### src/rtl/cond_pkg.sv
// Shared constants for the ALU flag interface: condition codes, flag bit
// positions and ALU opcodes, plus the output-buffer state type.
package cond_pkg;

    localparam logic [3:0] COND_EQ = 4'd0;
    localparam logic [3:0] COND_NE = 4'd1;
    localparam logic [3:0] COND_CS = 4'd2;
    localparam logic [3:0] COND_CC = 4'd3;
    localparam logic [3:0] COND_MI = 4'd4;
    localparam logic [3:0] COND_PL = 4'd5;
    localparam logic [3:0] COND_VS = 4'd6;
    localparam logic [3:0] COND_VC = 4'd7;
    localparam logic [3:0] COND_HI = 4'd8;
    localparam logic [3:0] COND_LS = 4'd9;
    localparam logic [3:0] COND_GE = 4'd10;
    localparam logic [3:0] COND_LT = 4'd11;
    localparam logic [3:0] COND_GT = 4'd12;
    localparam logic [3:0] COND_LE = 4'd13;
    localparam logic [3:0] COND_AL = 4'd14;
    localparam logic [3:0] COND_NV = 4'd15;

    localparam int FLAG_N = 3;
    localparam int FLAG_Z = 2;
    localparam int FLAG_C = 1;
    localparam int FLAG_V = 0;

    localparam logic [1:0] ALU_ADD = 2'b00;
    localparam logic [1:0] ALU_SUB = 2'b01;
    localparam logic [1:0] ALU_AND = 2'b10;
    localparam logic [1:0] ALU_ROR = 2'b11;

    typedef enum logic {
        ST_EMPTY = 1'b0,
        ST_FULL  = 1'b1
    } buf_state_t;

endpackage

### src/rtl/cond_eval.sv
// Combinational ARM condition-code evaluator over {N,Z,C,V}; shared with the
// branch unit.
module cond_eval
    import cond_pkg::*;
(
    input  logic [3:0] cond,
    input  logic [3:0] flags,
    output logic       pass
);

    logic n, z, c, v;

    assign n = flags[FLAG_N];
    assign z = flags[FLAG_Z];
    assign c = flags[FLAG_C];
    assign v = flags[FLAG_V];

    always_comb begin
        // NOTE: default assignment first so no path through the case leaves pass unassigned (no latch).
        pass = 1'b0;
        unique case (cond)
            COND_EQ: pass = z;
            COND_NE: pass = !z;
            COND_CS: pass = c;
            COND_CC: pass = !c;
            COND_MI: pass = n;
            COND_PL: pass = !n;
            COND_VS: pass = v;
            COND_VC: pass = !v;
            COND_HI: pass = c && !z;
            COND_LS: pass = !c || z;
            COND_GE: pass = (n == v);
            COND_LT: pass = (n != v);
            COND_GT: pass = !z && (n == v);
            COND_LE: pass = z || (n != v);
            COND_AL: pass = 1'b1;
            COND_NV: pass = 1'b0;
            default: pass = 1'b0;
        endcase
    end

endmodule

### src/rtl/flag_cond_unit.sv
// Architectural NZCV flag register with opcode-masked updates, plus a
// one-entry buffered condition evaluator with valid/ready handshake.
module flag_cond_unit
    import cond_pkg::*;
(
    input  logic       clk,
    input  logic       rst,
    input  logic       flagWe,
    input  logic [1:0] aluOp,
    input  logic       N,
    input  logic       Z,
    input  logic       C,
    input  logic       V,
    input  logic       condValid,
    input  logic [3:0] cond,
    output logic       condReady,
    output logic       execValid,
    output logic       exec,
    input  logic       execAck,
    output logic       carry,
    output logic [3:0] flags
);

    logic [3:0] flag_q;
    logic [3:0] next_flags;
    logic       next_pass;
    logic       accept;
    logic       exec_q;
    buf_state_t state;

    // Logical ops leave C and V alone; rotate also refreshes C.
    always_comb begin
        next_flags = flag_q;
        if (flagWe) begin
            next_flags[FLAG_N] = N;
            next_flags[FLAG_Z] = Z;
            if (aluOp != ALU_AND)
                next_flags[FLAG_C] = C;
            if (aluOp == ALU_ADD || aluOp == ALU_SUB)
                next_flags[FLAG_V] = V;
        end
    end

    // Evaluated on next_flags so a same-cycle flag write is forwarded.
    cond_eval u_cond_eval (
        .cond  (cond),
        .flags (next_flags),
        .pass  (next_pass)
    );

    assign condReady = (state == ST_EMPTY) || execAck;
    assign accept    = condValid && condReady;

    always_ff @(posedge clk or posedge rst) begin
        // NOTE: state registers use non-blocking assignments so every flop samples pre-edge values.
        if (rst)
            flag_q <= 4'b0000;
        else
            flag_q <= next_flags;
    end

    always_ff @(posedge clk or posedge rst) begin
        if (rst) begin
            state  <= ST_EMPTY;
            exec_q <= 1'b0;
        end else begin
            unique case (state)
                ST_EMPTY: begin
                    if (accept) begin
                        exec_q <= next_pass;
                        state  <= ST_FULL;
                    end
                end
                ST_FULL: begin
                    if (accept)
                        exec_q <= next_pass;
                    else if (execAck)
                        state <= ST_EMPTY;
                end
                default: state <= ST_EMPTY;
            endcase
        end
    end

    assign execValid = (state == ST_FULL);
    assign exec      = exec_q;
    assign flags     = flag_q;
    assign carry     = flag_q[FLAG_C];

endmodule

### config.mk
export PLATFORM = sky130hd
export DESIGN_NAME = flag_cond_unit
export DESIGN_NICKNAME = d
export VERILOG_FILES = /design/src/rtl/cond_pkg.sv /design/src/rtl/cond_eval.sv /design/src/rtl/flag_cond_unit.sv
export SDC_FILE = /design/constraint.sdc
export NUM_CORES = 1
export LEC_CHECK = 0
export BUFFER_PORTS_ARGS = -buffer_cell sky130_fd_sc_hd__buf_2
export CORE_AREA = 4 4 41 43
export DETAILED_ROUTE_END_ITERATION = 12
export DIE_AREA = 0 0 45 47
export PLACE_DENSITY_LB_ADDON = 0.3
export SLEW_MARGIN = 30
export SYNTH_ARGS = -nofsm -noshare
export SYNTH_HDL_FRONTEND = slang
export SYNTH_SLANG_ARGS = --single-unit
### constraint.sdc
create_clock -name clk -period 3.12 [get_ports clk]
set_input_delay 0.156 -clock clk [delete_from_list [all_inputs] [get_ports clk]]
set_output_delay 0.156 -clock clk [all_outputs]
set_load 0.005 [all_outputs]
# After elaboration in Yosys (flattened, before gate mapping)
# Index checks and enable logic that the tools add are counted.
# totals
reg_bits	6
in_bits	15
# classes
eq_ne	19
muxes	9
bitwise_logic	1
reduce_logical	13
# op_table
op	n
equality test 4 bit (second input constant)	8
equality test 4 x 3 -> 1 bit (second input constant)	4
case mux 1 bit (16 select lines)	1
equality test 4 x 2 -> 1 bit (second input constant)	2
two-way mux 1 bit	6
equality test 4 x 1 -> 1 bit (second input constant)	1
logical NOT 1 bit	4
logical NOT 4 bit	1
logical OR 1 bit	4
two-way mux 4 bit	1
logical AND 1 bit	3
equality test 2 x 1 -> 1 bit (second input constant)	1
logical NOT 2 bit	1
!= test 2 bit (second input constant)	1
case mux 1 bit (2 select lines)	1
equality test 1 bit	1
!= test 1 bit	1
NOT 1 bit	1

# Logic depth before layout (Yosys ltp)
# Gate-level depths: netlist of the first run.
# depth
depth_word	8
depth_mapped	7
depth_no_buf	6

# Hierarchy
# Synthesis of the first run repeated with hierarchy kept, for this count alone.
# hier_totals
cells_unflattened	42
area_unflattened_um2	421.7
# by_module_without_submodules
module	n_inst	cells_per_inst	area_per_inst_um2	seq_area_each_um2
flag_cond_unit	1	19	266.5	150.1
cond_eval	1	23	155.1	0.0

# Least setup slack after synthesis of the first run
# OpenSTA, ideal clock, no wires.
# synth_path
path_kind	reg2reg
start	register flag_q[0] (netlist: flags[0])
end	register exec_q (netlist: exec)
arrival_time_ps	1248
required_time_ps	2992
setup_slack_ps	1743
path_stages_with_launch	7
period_less_slack_ps	1377
path_cell_list	dfrtp_1 -> mux2i_1 -> xnor2_1 -> nand2_1 -> a22oi_1 -> mux2i_1 -> a31oi_1
# synth_between
elab_chain_cells	6
elab_cells_between_ends	9
# synth_lines
element	line	source
from (decl)	flag_cond_unit.sv:24	logic [3:0] flag_q;
from (signal assigned)	flag_cond_unit.sv:59	flag_q <= next_flags;
two-way mux 1 bit	flag_cond_unit.sv:39	if (aluOp == ALU_ADD || aluOp == ALU_SUB)
two-way mux 4 bit (*)	flag_cond_unit.sv:34	if (flagWe) begin
!= test 1 bit or equality test 1 bit (tied branches)	n/a	
logical OR 1 bit or logical AND 1 bit (tied branches)	cond_eval.sv:35, cond_eval.sv:34	
case mux 1 bit (16 select lines) (*)	cond_eval.sv:21	unique case (cond)
two-way mux 1 bit (*)	flag_cond_unit.sv:69, flag_cond_unit.sv:75	
to (signal assigned)	flag_cond_unit.sv:70	exec_q <= next_pass;
to (signal assigned)	flag_cond_unit.sv:76	exec_q <= next_pass;
to (decl)	flag_cond_unit.sv:28	logic exec_q;
# Every way passes the cells marked *; elsewhere a longest branch is shown, timed or not. The select of a mux whose other input is x is not followed.
# A chain may end at the register's enable or synchronous reset.

# Final worst setup path of the first run
# Ends and elaborated chain as after synthesis.

==> results of run 1 <==
## worst max-delay path, delay by kind of cell, from the launching register on
family          cells  cell delay (ns)
xor+xnor            1             0.16
simple gates        1             0.09
flops               1             0.42
compound gates      2             0.29
mux                 2             0.39
## flip-flops by register name, summed over array words and instances (netlist names)
signal,count
execValid,1
exec,1
flags,4
## cells by family (layout without fill, tap and decap cells)
| group | Yosys count | in the layout | share of synthesized area |
|---|---|---|---|
| AO/OA/AOI/OAI | 9 | 9 | 0.1114 |
| XOR/XNOR | 3 | 3 | 0.05199 |
| buffers and inverters | 6 | 27 | 0.06683 |
| flip-flops | 6 | 6 | 0.2970 |
| multiplexers | 7 | 7 | 0.1559 |
| AND/OR/NAND/NOR | 28 | 28 | 0.3168 |
## power groups by stage
stage	clock [W]	combinational [W]	sequential, W
3_5_place_dp	0	0.0000795	0.0000963
4_1_cts	0.0000794	0.0000805	0.0000952
3_3_place_gp	0	0.0000786	0.0000958
2_1_floorplan	0	0.0000515	0.0000967
5_1_grt	0.0000833	0.0000883	0.0000966
6_report	0.0000748	0.0000794	0.0000949
## layout by cell type, fill, tap and decap left out, drive strengths merged
master       Yosys  routed
dlygate4sd3      0       1
and4b            1       1
clkbuf           1       3
xor2             1       1
nor4             1       1
nand2            7       7
mux2i            3       3
nor2b            3       3
buf              4      22
nor2             4       4
o211ai           1       1
or3              2       2
nand2b           3       3
a22oi            1       1
nor3b            2       2
nand4            2       2
a31oi            3       3
dfrtp            6       6
nand3            2       2
nand3b           1       1
inv              1       1
o21bai           1       1
xnor2            2       2
mux2             4       4
a21oi            3       3
## repair_timing
item | 4_1_cts | 5_1_grt
buffers inserted | 0 | 0
hold endpoints to repair | 6 | 0
hold buffers | 1 | 0
## through the flow
stage	worst slack [ns]	power [W]	instance area, µm²	hold WS, ns	std cells
floorplan	1.743	0.0001482	505.5	-0.05304	59
global placement	1.618	0.0001744	604.3	0.08380	91
detailed placement	1.585	0.0001758	604.3	0.08870	91
CTS	1.640	0.0002551	636.9	0.1235	95
global route	1.544	0.0002681	636.9	0.1351	95
finish	1.651	0.0002491	636.9	0.1339	95
## worst paths after layout
check,from,cells after the start,slack [ns],endpoint
setup reg to reg,flags[0],6,1.65,exec
hold / removal,condValid,2,0.13,execValid
min in group asynchronous,rst,3,0.37,exec
hold reg to reg,exec,2,0.54,exec
setup / recovery,flags[0],6,1.65,exec
max in group asynchronous,rst,3,2.55,execValid
## routing by layer
layer / share of wire / vias up / global-route usage
met2: 0.50 / 15 / 0.2147
li1: - / 251 / -
met5: 0 / - / 0
met1: 0.43 / 224 / 0.1363
met3: 0.072 / 0 / 0.05747
met4: 0 / 0 / 0.05263
## layout make-up
type	instances	area share
flip-flops and latches	6	0.2358
repair buffers	23	0.1886
inverters	1	0.005894
multi-input cells	47	0.5049
well taps	15	0.02947
clock buffers	3	0.03536
==> results.md, run 1 <==
- Critical path's slowest cell: dfrtp_1
- Class of the worst hold path: in2reg
- Syn_nets: 74
- Crit Path Class: reg2reg
- Antenna-violating nets left: 0
- TritonRoute pass-1 iters: 3
- Crit path max fanout: 4
- Syn Inst Count: 59
- Status: complete, no violations
- Net count of the finished layout: 97
- Part of the power in registers: 0.381
- Multi-input gate area: 321.6 µm²
- Port Buf Inserts: 22
- Clk buf depth: 2
- Crit path cell chain: mux2i_1 -> xnor2_1 -> nand2_1 -> a22oi_1 -> mux2i_1 -> a31oi_1
- CTS HTree Levels: 1
- Layout cells sized above 1: 0.3750
- Detail Placement HPWL: 994.8 µm
- CTS tree: yes
- Clock power frac: 0.300
- Max rail drop VDD: 0.1381 mV
- Antenna violations before repair: 0
- Synthesis-to-finish area growth: 25.99%
- Clock Skew: 0.002366 ns
- Worst slew pin tran: 0.2449 ns
- Clock Latency Late Sink: 0.25 ns
- Fmax: 0.6809 GHz
- TritonCTS buffer count: 3
- Fin Setup TNS: 0 ns
- GR Overflow Total: 0
- Slew Viols, Final: 0
- DRT iter0 DRCs: 5
- Startpoint type of the worst setup path: flip-flop
- Sw Share: 0.3098
- CP Capture Type: flip-flop
- Post-synth top cells: nand2_1, dfrtp_1, nor2_1
- Drc violations: 0
- Main synth FF type: dfrtp_1
- # setup viols final: 0
- Area leader, netlist: dfrtp_1
- PD cells: 391.1 nW/µm²
- Routability cong.: 0.7671
- RSZ-0062 raised after global routing: no
- Core box area: 1301 µm²
- Total track usage: 0.1263
- Most frequent cell on the critical path: mux2i_1
- Max cap viols: 0
- Period minus WS final: 1.469 ns
- Int Pwr: 0.0001719 W
- Root buffer cell: clkbuf_4
- Max incr delay on CP: 0.42 ns
- Clk pin slew, worst setup/hold paths: 0.05 ns
- Leakage power: 0.3020 nW
- Synth unique cells: 28
- Vias per cell: 5.158
- Most numerous cell in the Yosys netlist: nand2_1
- Async S/R FF share, synth: 1.000
- Post-CTS resize count: 0
- Final core utilization: 0.4894
- Synthesized area per cell: 8.568 µm²
- Max_slew headroom: 0.8366
- First-pass GRT wire length: 1.904 mm
- Die area: 2115 µm²
- Largest net degree at the start of global routing: 10
- Area contributors post-synth: dfrtp_1, mux2_2, mux2i_1
- Final hold viol count: 0
- I/O pins: 23
- Top cell type's share of synthesized area: 0.2970
- Fin crit share: 0.4707
- Starting Density: 0.3885
- Vias in the first global route: 446
- Cell area after synthesis: 505.5 µm²
- DR WL/cell: 12.73 µm
- Synth Warn #: 0
- Worst path required time: 3.25 ns
- Die width: 45 µm
- #FFs+latches synth: 6
- Net Sw Power: 0.00007716 W
- DR vias: 490
- Worst EP arrival: 1.60 ns
- Row count: 13
- DIE HEIGHT: 47 µm
- EDFF count, synth: 0
- Register Area: 150.1 µm²
- Filler cell count: 145
- CTS sink cnt: 6
- WL final: 1.209 mm
- Comb pwr share: 0.319
- N_diodes: 0
- Sequential area share after synthesis: 0.2970
(Power assumes the default switching activity.)
==> run 2, diff against run 1 <==
--- a/config.mk
+++ b/config.mk
@@ -6,9 +6,9 @@
 export NUM_CORES = 1
 export LEC_CHECK = 0
 export BUFFER_PORTS_ARGS = -buffer_cell sky130_fd_sc_hd__buf_2
-export CORE_AREA = 4 4 41 43
+export CORE_AREA = 4 4 42 44
 export DETAILED_ROUTE_END_ITERATION = 12
-export DIE_AREA = 0 0 45 47
+export DIE_AREA = 0 0 46 48
 export PLACE_DENSITY_LB_ADDON = 0.3
 export SLEW_MARGIN = 30
 export SYNTH_ARGS = -nofsm -noshare
==> constraint.sdc (replaced) <==
create_clock -name clk -period 1.3 [get_ports clk]
set_input_delay 0.065 -clock clk [delete_from_list [all_inputs] [get_ports clk]]
set_output_delay 0.065 -clock clk [all_outputs]
set_load 0.005 [all_outputs]
==> results.md, run 2 (synthesized netlist as in run 1, its figures left out) <==
- Post-CTS setup repair buffer count: 0 (unchanged)
- Slew Viols, Final: 0 (unchanged)
- Total power draw: 0.0006354 W (was 0.0002491 W)
- Period minus WS final: 1.428 ns (was 1.469 ns)
- GR Overflow Total: 0 (unchanged)
- DIE HEIGHT: 48 µm (was 47 µm)
- Net Sw Power: 0.0001979 W (was 0.00007716 W)
- Detail Placement HPWL: 1.031 mm (was 994.8 µm)
- Register Area: 150.1 µm² (unchanged)
- Crit path max fanout: 4 (unchanged)
- CTS tree: yes (unchanged)
- Crit path cell chain: xnor2_1 -> or3_1 -> a31oi_1 -> mux2i_1 -> a31oi_1 (was mux2i_1 -> xnor2_1 -> nand2_1 -> a22oi_1 -> mux2i_1 -> a31oi_1)
- CP Capture Type: flip-flop (unchanged)
- Worst path required time: 1.47 ns (was 3.25 ns)
- Worst slew pin tran: 0.2315 ns (was 0.2449 ns)
- Final worst setup slack: -0.1282 ns (was 1.651 ns)
- Clock Latency Late Sink: 0.24 ns (was 0.25 ns)
- CTS HTree Levels: 1 (unchanged)
- Int Pwr: 0.0004375 W (was 0.0001719 W)
- Multi-input gate area: 347.8 µm² (was 321.6 µm²)
- Max cap viols: 0 (unchanged)
- TritonRoute pass-1 iters: 4 (was 3)
- Leakage power: 0.3370 nW (was 0.3020 nW)
- # setup viols final: 1 (was 0)
- Max incr delay on CP: 0.41 ns (was 0.42 ns)
- Antenna violations before repair: 0 (unchanged)
- First-pass GRT wire length: 2.187 mm (was 1.904 mm)
- Class of the worst hold path: in2reg (unchanged)
- Clk buf depth: 2 (unchanged)
- Comb pwr share: 0.368 (was 0.319)
- Critical path's slowest cell: dfrtp_1 (unchanged)
- DR vias: 540 (was 490)
- Worst EP arrival: 1.59 ns (was 1.60 ns)
- Row count: 14 (was 13)
- Net count of the finished layout: 103 (was 97)
- Number of flip-flops under the largest register name: 4 (unchanged)
- Clock Skew: 0.002512 ns (was 0.002366 ns)
- I/O pins: 23 (unchanged)
- Total track usage: 0.1432 (was 0.1263)
- Final hold viol count: 0 (unchanged)
- Max_slew headroom: 0.8445 (was 0.8366)
- Fmax: 0.7002 GHz (was 0.6809 GHz)
- Vias per cell: 5.294 (was 5.158)
- Drc violations: 0 (unchanged)
- Die width: 46 µm (was 45 µm)
- Fin crit share: 1.099 (was 0.4707)
- Max rail drop VDD: 0.5692 mV (was 0.1381 mV)
- DR WL/cell: 12.66 µm (was 12.73 µm)
- Final instance area: 709.4 µm² (was 636.9 µm²)
- Routability cong.: 0.7835 (was 0.7671)
- Root buffer cell: clkbuf_4 (unchanged)
- Most frequent cell on the critical path: a31oi_1 (was mux2i_1)
- DRT iter0 DRCs: 10 (was 5)
- TritonCTS buffer count: 3 (unchanged)
- Failing checks: negative setup slack
- Setup WS pre-CTS: -0.1668 ns (was 1.585 ns)
- PD cells: 895.7 nW/µm² (was 391.1 nW/µm²)
- Clock power frac: 0.274 (was 0.300)
- RSZ-0062 raised after global routing: yes (was no)
- Part of the power in registers: 0.358 (was 0.381)
- Die area: 2208 µm² (was 2115 µm²)
- Layout cells sized above 1: 0.4535 (was 0.3750)
- Status: complete, but fails checks (was complete, no violations)
- Largest net degree at the start of global routing: 10 (unchanged)
- Startpoint type of the worst setup path: flip-flop (unchanged)
- Fin Setup TNS: -0.1282 ns (was 0 ns)
- N_diodes: 0 (unchanged)
- Crit path buffers/inverters: 0 (unchanged)
- Core box area: 1436 µm² (was 1301 µm²)
- Post-DP Area: 674.4 µm² (was 604.3 µm²)
- Vias in the first global route: 508 (was 446)
- Filler cell count: 146 (was 145)
- Antenna-violating nets left: 0 (unchanged)
- CTS sink cnt: 6 (unchanged)
- Crit Path Class: reg2reg (unchanged)
- Most frequent cells in the layout: buf_2, nand2_1, dfrtp_1, buf_4 (was buf_2, nand2_1, dfrtp_1)
- WL final: 1.291 mm (was 1.209 mm)
- Sw Share: 0.3115 (was 0.3098)
- CP delay by family, top: flip-flops (unchanged)
- Synthesis-to-finish area growth: 40.35% (was 25.99%)
- Worst reg-to-reg setup slack: -0.13 ns (was 1.65 ns)
- Port Buf Inserts: 22 (unchanged)
- Clk pin slew, worst setup/hold paths: 0.05 ns (about the same)
- Most common cell after layout, fill and taps aside: buf_2 (unchanged)
- Starting Density: 0.3519 (was 0.3885)
run 2: what timing repair did:
| action | CTS | global route |
|---|---|---|
| resized for setup | 1 | 0 |
| gates cloned | 0 | 0 |
| hold endpoints to repair | 6 | 0 |
| pin swaps | 4 | 1 |
| endpoints found under the setup margin | 1 | 1 |
| hold buffers | 1 | 0 |
run 2: worst register-to-register path: cells and delay by family (launching register included):
kind             cells  cell delay (ns)
flip-flops           1             0.41
XOR/XNOR             1             0.17
AO/OA/AOI/OAI        2             0.37
multiplexers         1             0.10
AND/OR/NAND/NOR      1             0.31
run 2: per-stage QoR:
step	hold WS (ns)	util	instances
after global routing	0.06676	0.4939	102
after CTS	0.03390	0.4939	102
after floorplan	-0.1440	-	59
after global placement	-0.009953	0.4695	98
final	0.04184	0.4939	102
after detailed placement	-0.01366	0.4695	98
run 2: power by group through the flow:
stage	sequential (W)	clock [W]	combinational (W)
floorplan	0.000232	0	0.000135
global placement	0.000230	0	0.000230
detailed placement	0.000230	0	0.000230
CTS	0.000228	0.000184	0.000236
global route	0.000231	0.000191	0.000260
finish	0.000228	0.000174	0.000234
run 2: area by class of cell:
type,count,area share
multi-input combinational,47,0.4903
timing repair buffer,29,0.2328
inverter,1,0.005291
clock buffer,3,0.03175
tap,16,0.02822
sequential,6,0.2116
run 2: routing by layer:
metal / wire [µm] / up-vias / GRT usage / part of all wire
met5: 0 / - / 0 / 0
met4: 26 / 0 / 0.1080 / 0.020
met2: 608 / 20 / 0.2225 / 0.47
met3: 94 / 4 / 0.02632 / 0.073
li1: - / 266 / - / -
met1: 561 / 250 / 0.1749 / 0.43
run 2: final timing paths:
kind / start / end / cells after the start
max in group asynchronous: rst / execValid / 3
hold / removal: condValid / execValid / 2
setup / recovery: flags[0] / exec / 5
hold reg to reg: execValid / execValid / 2
setup reg to reg: flags[0] / exec / 5
min in group asynchronous: rst / flags[0] / 3
==> run 3, diff against run 2 <==
--- a/config.mk
+++ b/config.mk
@@ -6,9 +6,11 @@
 export NUM_CORES = 1
 export LEC_CHECK = 0
 export BUFFER_PORTS_ARGS = -buffer_cell sky130_fd_sc_hd__buf_2
-export CORE_AREA = 4 4 42 44
+export CELL_PAD_IN_SITES_DETAIL_PLACEMENT = 1
+export CELL_PAD_IN_SITES_GLOBAL_PLACEMENT = 1
+export CORE_AREA = 5 5 56 45
 export DETAILED_ROUTE_END_ITERATION = 12
-export DIE_AREA = 0 0 46 48
+export DIE_AREA = 0 0 61 50
 export PLACE_DENSITY_LB_ADDON = 0.3
 export SLEW_MARGIN = 30
 export SYNTH_ARGS = -nofsm -noshare
==> results.md, run 3 (synthesized netlist as in run 1, its figures left out) <==
- Status: complete, but fails checks (unchanged)
- Crit Path Class: reg2reg (unchanged)
- Row count: 14 (unchanged)
- CP Capture Type: flip-flop (unchanged)
- I/O pins: 23 (unchanged)
- Failing checks: negative setup slack (unchanged)
- First-pass GRT wire length: 2.525 mm (was 2.187 mm)
- Clk pin slew, worst setup/hold paths: 0.05 ns (about the same)
- Core box area: 1927 µm² (was 1436 µm²)
- Worst r2r src: flags[0] (unchanged)
- Crit path max fanout: 4 (unchanged)
- Net count of the finished layout: 102 (was 103)
- Final worst setup slack: -0.1650 ns (was -0.1282 ns)
- CTS HTree Levels: 1 (unchanged)
- Worst reg-to-reg setup slack: -0.17 ns (was -0.13 ns)
- TritonRoute pass-1 iters: 4 (unchanged)
- Drc violations: 0 (unchanged)
- Layout cells sized above 1: 0.4353 (was 0.4535)
- Routability cong.: 0.7962 (was 0.7835)
- Vias per cell: 4.872 (was 5.294)
- Clock Skew: 0.005028 ns (was 0.002512 ns)
- Period minus WS final: 1.465 ns (was 1.428 ns)
- Total track usage: 0.1138 (was 0.1432)
- DR WL/cell: 13.65 µm (was 12.66 µm)
- Worst path required time: 1.42 ns (was 1.47 ns)
- Most common cell after layout, fill and taps aside: buf_2 (unchanged)
- Worst r2r path cells: 6 (was 5)
- Die area: 3050 µm² (was 2208 µm²)
- Antenna violations before repair: 0 (unchanged)
- Worst setup startpoint: flags[0] (unchanged)
- Antenna-violating nets left: 0 (unchanged)
- CTS tree: yes (unchanged)
- WHS Path Cells: 2 (unchanged)
- GR Overflow Total: 0 (unchanged)
- Max_slew headroom: 0.8174 (was 0.8445)
- Number of flip-flops under the largest register name: 4 (unchanged)
- Synthesis-to-finish area growth: 40.35% (unchanged)
- DRT iter0 DRCs: 8 (was 10)
- Crit path capture: exec (unchanged)
- N_diodes: 0 (unchanged)
- Fmax: 0.6826 GHz (was 0.7002 GHz)
- Port Buf Inserts: 22 (unchanged)
- Starting Density: 0.2623 (was 0.3519)
- Root buffer cell: clkbuf_4 (unchanged)
- Slew Viols, Final: 0 (unchanged)
- Leakage power: 0.3322 nW (was 0.3370 nW)
- WL final: 1.488 mm (was 1.291 mm)
- Class of the worst hold path: in2reg (unchanged)
- CTS sink cnt: 6 (unchanged)
- Vias in the first global route: 540 (was 508)
- Startpoint type of the worst setup path: flip-flop (unchanged)
- Total power draw: 0.0006322 W (was 0.0006354 W)
- Most frequent cells in the layout: buf_2, nand2_1, dfrtp_1 (was buf_2, nand2_1, dfrtp_1, buf_4)
- DIE HEIGHT: 50 µm (was 48 µm)
- Fin crit share: 1.127 (was 1.099)
- PD cells: 891.2 nW/µm² (was 895.7 nW/µm²)
- Max cap viols: 0 (unchanged)
- Final instance area: 709.4 µm² (unchanged)
- Post-DP Area: 669.4 µm² (was 674.4 µm²)
- Worst EP arrival: 1.59 ns (about the same)
- RSZ-0062 raised after global routing: yes (unchanged)
- Largest net degree at the start of global routing: 10 (unchanged)
- Clock Latency Late Sink: 0.24 ns (about the same)
- Max rail drop VDD: 0.4811 mV (was 0.5692 mV)
- Detail Placement HPWL: 1.237 mm (was 1.031 mm)
- Clk buf depth: 2 (unchanged)
- DR vias: 531 (was 540)
- Final hold viol count: 0 (unchanged)
- R2R Path End: exec (unchanged)
- Min Hold Slack: 0.04718 ns (was 0.04184 ns)
- # setup viols final: 1 (unchanged)
- Worst slew pin tran: 0.2729 ns (was 0.2315 ns)
- TritonCTS buffer count: 3 (unchanged)
- Die width: 61 µm (was 46 µm)
-- run 3: cell types whose count changed in the layout (fill, tap and decap cells not counted), sizes merged --
cell  delta
buf      -1
-- run 3: how the worst min path moves through the flow --
stage | end | startpoint | slack (ns)
2_1_floorplan | exec | rst | -0.14
3_3_place_gp | flags[3] | rst | -0.005
3_5_place_dp | flags[3] | rst | -0.007
4_1_cts | execValid | condValid | 0.04
5_1_grt | execValid | condValid | 0.06
6_report | execValid | condValid | 0.05
-- run 3: critical path: stages (launching register included) --
cell,delay (ns)
dfrtp_1,0.41
mux2i_1,0.19
xnor2_1,0.17
nand2_1,0.11
a22oi_2,0.14
mux2i_1,0.23
a31oi_1,0.10
-- run 3: what timing repair did --
item                                    CTS  global route
buffers inserted                          1             0
resized for setup                         0             0
endpoints found under the setup margin    1             1
hold buffers                              1             0
pin swaps                                 1             0
hold endpoints to repair                  6             0
-- run 3: area by class of cell --
class	count	area, µm²
sequential	6	150.1
inverter	1	3.754
timing repair buffer	28	157.7
clock buffer	3	22.52
multi-input combinational	47	345.3
tap	24	30.03
fill	254	1217
-- run 3: per-stage QoR --
step | setup WS, ns | setup TNS, ns | cells | util
after global routing | -0.3330 | -0.3330 | 109 | 0.3682
after floorplan | -0.06599 | -0.06599 | 59 | -
final | -0.1650 | -0.1650 | 109 | 0.3682
after global placement | -0.2060 | -0.2060 | 104 | 0.3474
after detailed placement | -0.1777 | -0.1777 | 104 | 0.3474
after CTS | -0.1969 | -0.1969 | 109 | 0.3682
-- run 3: metal layers --
metal,GRT usage,share of wire
met1,0.1615,0.48
met2,0.1548,0.42
met5,0,0
met4,0.01083,0
met3,0.06266,0.099
-- run 3: power breakdown --
group	switching [W]	leakage, nW	internal, W	total, W
Clock	0.0000664	0.0138	0.000104	0.000171
Sequential	0.0000164	0.0689	0.000211	0.000227
Combinational	0.000113	0.250	0.000121	0.000234
